--- config.mk ---
export PLATFORM = sky130hd
export DESIGN_NAME = or_tree_pipe
export DESIGN_NICKNAME = d
export VERILOG_FILES = /design/src/rtl/or_tree_pipe.sv
export SDC_FILE = /design/constraint.sdc
export NUM_CORES = 1
export LEC_CHECK = 0
export ABC_AREA = 1
export CAP_MARGIN = 30
export CORE_AREA = 2 2 39 41
export DETAILED_ROUTE_END_ITERATION = 8
export DIE_AREA = 0 0 41 43
export DONT_BUFFER_PORTS = 1
export PLACE_DENSITY = 0.36
export SETUP_SLACK_MARGIN = 0.02
export SYNTH_ARGS = -nofsm -noshare
export SYNTH_HDL_FRONTEND = slang
export SYNTH_SLANG_ARGS = --single-unit
--- constraint.sdc ---
create_clock -name ck -period 1.1 [get_ports ck]
set_input_delay 0.275 -clock ck [delete_from_list [all_inputs] [get_ports ck]]
set_output_delay 0.275 -clock ck [all_outputs]
set_load 0.05 [all_outputs]
--- src/rtl/or_tree_pipe.sv ---
// ---------------------------------------------------------------------------
// or_tree_pipe
//
// Pipelined wide-OR reduction cell. The masked input vector (i & msk) is
// zero-padded to the next power of two and reduced to one bit by a radix-2
// OR tree. A register bank follows every LVLS tree levels, and the last
// bank is always the q register. An optional per-sample sticky mode
// accumulates results into q.
//
// Parameters
//   WIDTH   number of input bits (2..64)
//   LVLS    OR2 tree levels per register stage (1..6)
//
// Ports
//   ck      clock, rising edge
//   rst     asynchronous active-high reset
//   iv      input valid; i, msk and sticky are sampled when iv=1
//   i       data bits to be ORed
//   msk     per-bit enable (1 = bit participates)
//   sticky  accumulate mode for this sample, travels with the data
//   clr     synchronous clear of the output state, applied without delay
//   qv      one-cycle pulse when a sample's result reaches q
//   q       registered OR result (or accumulated OR in sticky mode)
//   nq      combinational ~q
// ---------------------------------------------------------------------------
module or_tree_pipe #(
  parameter int WIDTH = 16,
  parameter int LVLS  = 2
) (
  input  logic             ck,
  input  logic             rst,
  input  logic             iv,
  input  logic [WIDTH-1:0] i,
  input  logic [WIDTH-1:0] msk,
  input  logic             sticky,
  input  logic             clr,
  output logic             qv,
  output logic             q,
  output logic             nq
);

  // Tree depth, number of register banks, and padded tree width.
  localparam int D  = $clog2(WIDTH);
  localparam int L  = (D + LVLS - 1) / LVLS;
  localparam int PW = 1 << D;

  // Number of OR2 levels evaluated in front of register bank s. Every bank
  // gets LVLS levels except possibly the last, which takes the remainder.
  function automatic int stage_lvls(input int s);
    int rem;
    rem = D - s * LVLS;
    return (rem < LVLS) ? rem : LVLS;
  endfunction

  // Applies nlev OR2 levels to a PW-wide vector. Results are packed into the
  // low bits in place (pair 2k,2k+1 lands at k); bits above the surviving
  // width are cleared so later stages only ever see zeros there.
  function automatic logic [PW-1:0] or_levels(input logic [PW-1:0] v,
                                               input int             nlev);
    logic [PW-1:0] t;
    t = v;
    for (int l = 0; l < D; l++) begin
      if (l < nlev) begin
        for (int k = 0; k < PW / 2; k++) begin
          t[k] = t[2*k] | t[2*k+1];
        end
      end
    end
    for (int k = 0; k < PW; k++) begin
      if (k >= (PW >> nlev)) t[k] = 1'b0;
    end
    return t;
  endfunction

  // Applies the final nlev levels and returns the root of the tree.
  function automatic logic or_root(input logic [PW-1:0] v,
                                   input int             nlev);
    logic [PW-1:0] t;
    t = v;
    for (int l = 0; l < D; l++) begin
      if (l < nlev) begin
        for (int k = 0; k < PW / 2; k++) begin
          t[k] = t[2*k] | t[2*k+1];
        end
      end
    end
    return t[0];
  endfunction

  localparam int LAST_LVLS = stage_lvls(L - 1);

  logic [PW-1:0] tree_in;
  logic [PW-1:0] last_in;
  logic          last_vld;
  logic          last_stk;
  logic          r;

  // Masked input, zero-padded to the full tree width. Padding bits are
  // constant zero, so they can never set q.
  assign tree_in = PW'(i & msk);

  if (L == 1) begin : g_single
    // Whole tree fits in front of the q register.
    assign last_in  = tree_in;
    assign last_vld = iv;
    assign last_stk = sticky;
  end else begin : g_pipe
    logic [PW-1:0] red    [L-1];
    logic [PW-1:0] data_p [L-1];
    logic          vld_p  [L-1];
    logic          stk_p  [L-1];

    for (genvar s = 0; s < L - 1; s++) begin : g_red
      localparam int NL = stage_lvls(s);
      if (s == 0) begin : g_first
        assign red[s] = or_levels(tree_in, NL);
      end else begin : g_next
        assign red[s] = or_levels(data_p[s-1], NL);
      end
    end

    // ---- intermediate register banks: p0 .. p(L-2) ----
    always_ff @(posedge ck or posedge rst) begin
      if (rst) begin
        for (int s = 0; s < L - 1; s++) begin
          data_p[s] <= '0;
          vld_p[s]  <= 1'b0;
          stk_p[s]  <= 1'b0;
        end
      end else begin
        data_p[0] <= red[0];
        vld_p[0]  <= iv;
        stk_p[0]  <= sticky;
        for (int s = 1; s < L - 1; s++) begin
          data_p[s] <= red[s];
          vld_p[s]  <= vld_p[s-1];
          stk_p[s]  <= stk_p[s-1];
        end
      end
    end

    assign last_in  = data_p[L-2];
    assign last_vld = vld_p[L-2];
    assign last_stk = stk_p[L-2];
  end

  // Remaining levels in front of the q register.
  assign r = or_root(last_in, LAST_LVLS);

  // ---- final register bank: q / qv ----
  // clr wins over accumulation but still loads an arriving result; with no
  // arrival it simply zeroes q.
  always_ff @(posedge ck or posedge rst) begin
    if (rst) begin
      q  <= 1'b0;
      qv <= 1'b0;
    end else begin
      qv <= last_vld;
      if (last_vld) begin
        q <= (clr || !last_stk) ? r : (q | r);
      end else if (clr) begin
        q <= 1'b0;
      end
    end
  end

  assign nq = ~q;

endmodule
==> run_results.csv <==
group,metric,value,unit
status,status,"finished with violations",
status,failed_checks,"negative setup slack",
worst_setup_path,cp_top_family,"flip-flops",
clocking,h-tree-depth,1,
clocking,clockBufferDepth,2,
clocking,numCtsBuffers,3,
timing,period_needed,1.11,ns
final_layout,final_nets,84,
final_layout,area_delta_synth_final,25.1,%
timing,slew_viol_final,0,
placement,port_buffers,0,
routing,drt-wirelength-per-cell,10.0,µm
synth,synth_most_common_cell,"nand2_1",
timing,hold_viol_final,0,
timing,final.setup.worst_slack,-0.00590,ns
routing,drc,0,
timing,skew,0.00165,ns
grt,grt_usage,0.0881,
synth,yosysWarnings,0,
floorplanning,io_pins,40,
clocking,cts_setup_buffers,0,
placement,globalplace.congestion,0.542,
placement,preCtsSetupSlack,0.224,ns
grt,grt_util_met3,0.0366,
clocking,cts_sinks,8,
routing,dr.pass1.iters,1,
worst_setup_path,critPathKind,"register to output port",
synth,syn-cell-area,329,µm²
synth,yosysSeqAreaShare,0.608,
worst_setup_path,required,0.82,ns
grt,grt_max_degree,9,
final_layout,final_core_util,0.297,
clocking,clock_latency,0.25,ns
synth,yosys_most_used_dff,"dfrtp_1",
timing,rsz0062_at_grt,"true",
pwr,leakage,0.195,nW
worst_setup_path,critPathMaxFanout,2,
worst_setup_path,critical-path-max-stage-delay,0.42,ns
timing,tightest_slew,0.295,ns
routing,drt_iter0_markers,0,
pwr,pwr-share-comb,0.125,
job,drv_cap,0,
synth,yosysTopAreaCellShare,0.608,
synth,synth.top_cells.by_area,"dfrtp_1 61%, nand2_1 24%, nand4_1 7.6%, inv_1 2.3%, nor2_1 2.3%",
worst_setup_path,crit_slowest_cell,"dfrtp_2",
pwr,power_frac_clock,0.366,
pwr,peakVddDrop,0.468,mV
synth,synthCells,39,
synth,yosysTopAreaCell,"dfrtp_1",
timing,period_share,1.01,
pwr,swShare,0.244,
grt,grt_pass1_wl,952,µm
timing,setup_viol,1,
synth,synth.avg_cell_area,8.44,µm²
floorplanning,core,1380,µm²
synth,synth_common_cells,"21 x nand2_1, 8 x dfrtp_1, 4 x nand4_1, 2 x inv_1, 2 x nor2_1",
grt,grt.overflow.total,0,
clocking,root_buffer,"clkbuf_4",
synth,synth_seq_cells,8,
worst_setup_path,critPathArrivalTime,0.83,ns
synth,ys_types,7,
hold_path,min_path_type,"input pin to register",
final_layout,fillerInstances,159,
pwr,p_seq_frac,0.509,
floorplanning,rows,14,
worst_setup_path,crit_chain,"buf_6",
routing,vias,283,
grt,met2_usage,0.131,
clocking,cts_tree,"built",
worst_setup_path,crit_buf_inv,1,
pwr,p_per_area,1550,nW/µm²
clocking,clk_pin_slew,0.05,ns
floorplanning,fp.dieH,43,µm
pwr,cell_internal_pwr,483,µW
floorplanning,start_util,0.238,
synth,synthArstFlopShare,1.00,
grt,antenna_found_initial,0,
timing,max_freq,904,MHz
grt,grt-busiest-layer,"met2",
routing,wl,621,µm
timing,hold_ws,0.0522,ns
final_layout,drive_gt1_frac,0.174,
routing,ant_nets,0,
grt,met1_usage,0.0759,
timing,slew_headroom,0.803,
grt,grt_pass1_vias,253,
pwr,switching_power,156,µW
worst_setup_path,startpoint_type,"register",
synth,synth_nets,76,
floorplanning,dieWidth,41,µm
routing,viasPerCell,4.56,
final_layout,n_antenna_cell,0,
worst_setup_path,cp-end-kind,"output port",
floorplanning,die_area,1760,µm²
synth,synth_edf_count,0,
final cells by class:
cell class                      instances  area, µm²  share of cell area
Sequential cell                         8        201               0.489
Tap cell                               16       20.0              0.0486
Inverter                                3       13.8              0.0334
Multi-Input combinational cell         28        118               0.286
Timing Repair Buffer                    3       32.5              0.0790
Clock buffer                            4       26.3              0.0638
routing by layer:
layer / share of wire / wire length [µm]
met5: 0 / 0
met4: 0 / 0
met3: 0.14 / 88
met2: 0.58 / 362
met1: 0.27 / 170
through the flow:
stage	cells	power, mW	setup TNS [ns]	instance area, µm²
floorplan	39	0.388	0	330
global placement	57	0.401	0	365
detailed placement	57	0.404	0	365
CTS	62	0.661	-0.0337	412
global route	62	0.689	-0.0759	412
finish	62	0.639	-0.00590	412
repair_timing:
action                                  in CTS  in global routing
hold endpoints to repair                     8                  0
endpoints found under the setup margin       3                  2
resized for setup                            3                  0
hold buffers                                 1                  0
state kept, by name (all words and copies together), names as in the netlist:
name           cells
g_pipe.data_p      4
g_pipe.vld_p       1
g_pipe.stk_p       1
qv                 1
q                  1
cell families (layout without fill, tap and decap cells):
family | after synthesis | after routing | share of synthesized area
simple gates | 28 | 28 | 0.357
flops | 8 | 8 | 0.608
buf+inv | 3 | 10 | 0.0342
worst reg2reg max path, cell delays in order (launching register included):
cell	delay [ns]
dfrtp_2	0.42
inv_4	0.15
nor2_2	0.05
nand2_1	0.05
nand2_1	0.05
final timing paths:
kind / from / to / slack, ns / cells after the start
worst max-delay path: q$_DFFE_PP0P_ / q / -0.006 / 1
worst min-delay path: iv / g_pipe.vld_p$_DFF_PP0_ / 0.05 / 0
worst max register to register: q$_DFFE_PP0P_ / q$_DFFE_PP0P_ / 0.28 / 4
worst min register to register: g_pipe.vld_p$_DFF_PP0_ / qv$_DFF_PP0_ / 0.40 / 0
max in group asynchronous: rst / q$_DFFE_PP0P_ / 0.44 / 2
min in group asynchronous: rst / g_pipe.data_p[2]$_DFF_PP0_ / 0.41 / 2
power by group through the flow:
stage,Clock (mW),Combinational (mW),Sequential (mW)
after floorplan,0,0.0437,0.344
after detailed placement,0,0.0753,0.329
after CTS,0.254,0.0817,0.326
after global placement,0,0.0734,0.328
after global routing,0.271,0.0907,0.327
final,0.234,0.0797,0.325
cell usage in the layout, fill, tap and decap left out:
cell           count
dfrtp_2            1
nor2_2             1
clkbuf_1           1
inv_4              1
inv_1              2
clkbuf_4           3
nand4_1            4
buf_6              2
dfrtp_1            7
dlygate4sd3_1      1
nand2_1           21
nor2_1             2
Note: power is estimated with default switching activity, not from simulation.
==> patch 1 (same settings) <==
Put a register stage on the output `nq`, cleared by the reset. The value now appears one clock later. The other outputs are not delayed to match. Comments in the files are not updated.
--- a/src/rtl/or_tree_pipe.sv
+++ b/src/rtl/or_tree_pipe.sv
@@ -166,3 +166,9 @@
 
-  assign nq = ~q;
+  always_ff @(posedge ck or posedge rst) begin
+    if (rst) begin
+      nq <= '0;
+    end else begin
+      nq <= ~q;
+    end
+  end
 
Check against the original RTL: not equivalent (a bounded check fails within 4 cycles, from zero or initial values and one cycle with rst high).
==> patch 1 against the unedited design <==
Worst hold slack got worse by 7.6 ps. Non-clock buffer count is the same. Critical path depth down 1. Worst setup slack improved by 53 ps. Power up 7.4%. Design area rose by 5.5%. Via count is 3.9% higher. Synthesized area grew 7.6%. Sequential cell count grew 1. Largest power group unchanged. Sequential power grew 15%. Routed wire length grew 1.3%. Utilization up 1.6 points.
==> patch 1: results (changes against the unedited design) <==
| Metric | Value |
|---|---|
| Global-route wire length before repair | `910 um (was 952 um)` |
| Post-Route WL | `629 um (was 621 um)` |
| Tot GR Track Use | `8.21% (was 8.81%)` |
| Slew HR | `79.0% (was 80.3%)` |
| Lkg Pwr | `0.207 nW (was 0.195 nW)` |
| Number of instances in the placed design | `58 (was 57)` |
| Synth Instances | `40 (was 39)` |
| Vias in the first global route | `279 (was 253)` |
| Post-synth top cells | `21 x nand2_1, 9 x dfrtp_1, 4 x nand4_1 (was 21 x nand2_1, 8 x dfrtp_1, 4 x nand4_1)` |
| Multi-input gate share of the layout cell area | `27.1% (was 28.6%)` |
| Worst Path Arrival | `780 ps (was 830 ps)` |
| Seq/total area | `52.2% (was 48.9%)` |
| Clock buf/inv share | `6.05% (was 6.38%)` |
| Main area contributors after synthesis | `dfrtp_1 64%, nand2_1 22%, nand4_1 7.1% (was dfrtp_1 61%, nand2_1 24%, nand4_1 7.6%)` |
| Largest net degree at the start of global routing | `10 (was 9)` |
| Final GP Congestion | `0.531 (was 0.542)` |
| Fill cell count | `146 (was 159)` |
| Worst IR Drop VDD | `0.565 mV (was 0.468 mV)` |
| Mapped Nets | `77 (was 76)` |
| Area grow syn2layout | `22.6% (was 25.1%)` |
| Worst slack at placement | `127 ps (was 224 ps)` |
| Via Count | `294 (was 283)` |
| Metal3 WL | `130 um (was 88 um)` |
| Sequential area share after synthesis | `63.6% (was 60.8%)` |
| Share of cells above drive strength 1 | `17.0% (was 17.4%)` |
| Signal buf overhead | `7.49% (was 7.90%)` |
| DR vias/cell | `4.67 (was 4.56)` |
| Complex-gate fraction of the synthesized area | `0% (unchanged)` |
| Status | `finished, final reports clean (was finished with violations)` |
| Clock Skews | `3.08 ps (was 1.65 ps)` |
| Met2 routed WL | `304 um (was 362 um)` |
[patch 1: changes by cell type after synthesis]
cell	change
dfrtp_1	+1
[patch 1: routing by layer]
layer	up-vias	global-route usage, %
met5	-	0
met4	0	4.00
met3	0	7.85
met2	33	13.4
met1	122	5.63
li1	139	-
[patch 1: path summary, 6_finish.rpt]
path / start / depth (start not counted) / to / slack [ps]
worst max register to register: q / 4 / q / 250
worst max-delay path: q / 0 / q / 50
worst min register to register: g_pipe.vld_p / 0 / qv / 410
min in group asynchronous: rst / 2 / nq / 410
max in group asynchronous: rst / 2 / q / 430
worst min-delay path: sticky / 0 / g_pipe.stk_p / 40
[patch 1: report_power, final]
part	switching (mW)	internal, mW
clock network	0.104	0.139
registers	0.0196	0.356
logic	0.0411	0.0276
[patch 1: cells by family after synthesis]
group / Yosys count
buffers and inverters: 3
flip-flops: 9
AND/OR/NAND/NOR: 28
==> patch 2 (config.mk and constraints unchanged) <==
Without the edit above. The parameter `WIDTH` goes from 16 to 8.
--- a/src/rtl/or_tree_pipe.sv
+++ b/src/rtl/or_tree_pipe.sv
@@ -26,3 +26,3 @@
 module or_tree_pipe #(
-  parameter int WIDTH = 16,
+  parameter int WIDTH = 8,
   parameter int LVLS  = 2
Interface: changed (resized i and msk); port bits go from 40 to 24. The function was not compared with the original's and may differ.
==> patch 2 against the unedited design <==
The run still ends with setup timing left. Synthesized area decreased by 24%. First-iteration DRC count unchanged. Sequential cell count decreased by 2. Design area is 19% lower. Routed wire length is 25% lower. Cell count is 11% lower. Power shrank 14%. Die area unchanged. Worst hold slack got worse by 2.0 ps. Worst setup slack got worse by 7.5 ps.
==> patch 2: results (changes against the unedited design) <==
| Metric | Value |
|---|---|
| Status | `finished with violations (unchanged)` |
| Failing checks | `setup timing (unchanged)` |
| Clock Skews | `14.2 ps (was 1.65 ps)` |
| Mapped Nets | `53 (was 76)` |
| Clock buf/inv share | `7.87% (was 6.38%)` |
| Fill cell count | `148 (was 159)` |
| Post-layout nets | `61 (was 84)` |
| Nonclk inv count | `7 (was 3)` |
| Lkg Pwr | `0.183 nW (was 0.195 nW)` |
| Seq/total area | `45.3% (was 48.9%)` |
| Share of cells above drive strength 1 | `20.5% (was 17.4%)` |
| YS warnings | `0 (unchanged)` |
| Final worst setup slack | `-13.4 ps (was -5.90 ps)` |
| Global-route wire length before repair | `828 um (was 952 um)` |
| Final GP Congestion | `0.550 (was 0.542)` |
| Post-layout util | `24.1% (was 29.7%)` |
| Slowest stage delay, CP | `between 400 and 500 ps` |
| Comb_multi_in | `19 (was 28)` |
| Max FFs per register | `2 (was 4)` |
| CTS clk-pin slew, worst paths | `50 ps (about the same)` |
| Setup-failing EPs final | `2 (was 1)` |
| Signal buf overhead | `9.74% (was 7.90%)` |
| Xor/xnor share of the synthesized area | `0% (unchanged)` |
| Top_reg_cell synth | `dfrtp_1 (unchanged)` |
| Tot GR Track Use | `7.79% (was 8.81%)` |
| Clock sinks | `6 (was 8)` |
| Post-Route WL | `468 um (was 621 um)` |
| Multi-input logic area | `75.1 um^2 (was 118 um^2)` |
| Sequential area share after synthesis | `59.7% (was 60.8%)` |
| Largest net degree at the start of global routing | `7 (was 9)` |
| Post-synth top cells | `17 x nand2_1, 6 x dfrtp_1, 6 x inv_1 (was 21 x nand2_1, 8 x dfrtp_1, 4 x nand4_1)` |
| Clkbuf count | `4 (unchanged)` |
| Complex-gate fraction of the synthesized area | `1.99% (was 0%)` |
| Hpwl dp | `356 um` |
| Area after DPL | `288 um^2 (was 365 um^2)` |
| Register share of total power | `44.9% (was 50.9%)` |
| Synth unique cells | `6 (was 7)` |
| CTS Buf Count | `3 (unchanged)` |
| Main area contributors after synthesis | `dfrtp_1 60%, nand2_1 25%, inv_1 9.0% (was dfrtp_1 61%, nand2_1 24%, nand4_1 7.6%)` |
| Setup TNS Final | `-14.3 ps (was -5.90 ps)` |
| Post-synthesis mux area share | `0% (unchanged)` |
| Clk Latency, worst-skew pair | `250 ps (about the same)` |
| Worst IR Drop VDD | `0.681 mV (was 0.468 mV)` |
| Via Count | `204 (was 283)` |
| Vias in the first global route | `214 (was 253)` |
| Post_cts resized | `3 (unchanged)` |
| Switch Pwr | `0.147 mW (was 0.156 mW)` |
| Diode count | `0 (unchanged)` |
| P_comb | `0.0817 mW (was 0.0797 mW)` |
| Slew HR | `85.0% (was 80.3%)` |
| Top delay family on crit path | `flip-flops (unchanged)` |
| DRT Pass-1 Iters | `1 (unchanged)` |
[patch 2: path summary, 6_finish.rpt]
kind	from	end	slack [ps]
max in group asynchronous	rst	g_pipe.data_p[0]	520
worst max register to register	q	q	270
worst max-delay path	q	q	-10
worst min register to register	g_pipe.vld_p	qv	380
worst min-delay path	sticky	g_pipe.stk_p	50
min in group asynchronous	rst	qv	380
[patch 2: per-layer routing]
layer  vias to the layer above  GRT usage, %  part of all wire, %
met5                         -             0                    0
met4                         0          2.00                    0
met3                         0          9.95                   19
met2                        18          12.2                   49
met1                        82          5.26                   32
li1                        104             -                    -
[patch 2: metrics by stage]
| step | power (mW) | hold slack (ps) | worst slack [ps] | cells |
|---|---|---|---|---|
| after global routing | 0.598 | 20.0 | -55.2 | 55 |
| after floorplan | 0.308 | 65.9 | 81.7 | 32 |
| after CTS | 0.565 | 39.2 | -25.7 | 55 |
| after detailed placement | 0.323 | 94.1 | 216 | 50 |
| after global placement | 0.320 | 82.4 | 236 | 50 |
| final | 0.549 | 50.2 | -13.4 | 55 |
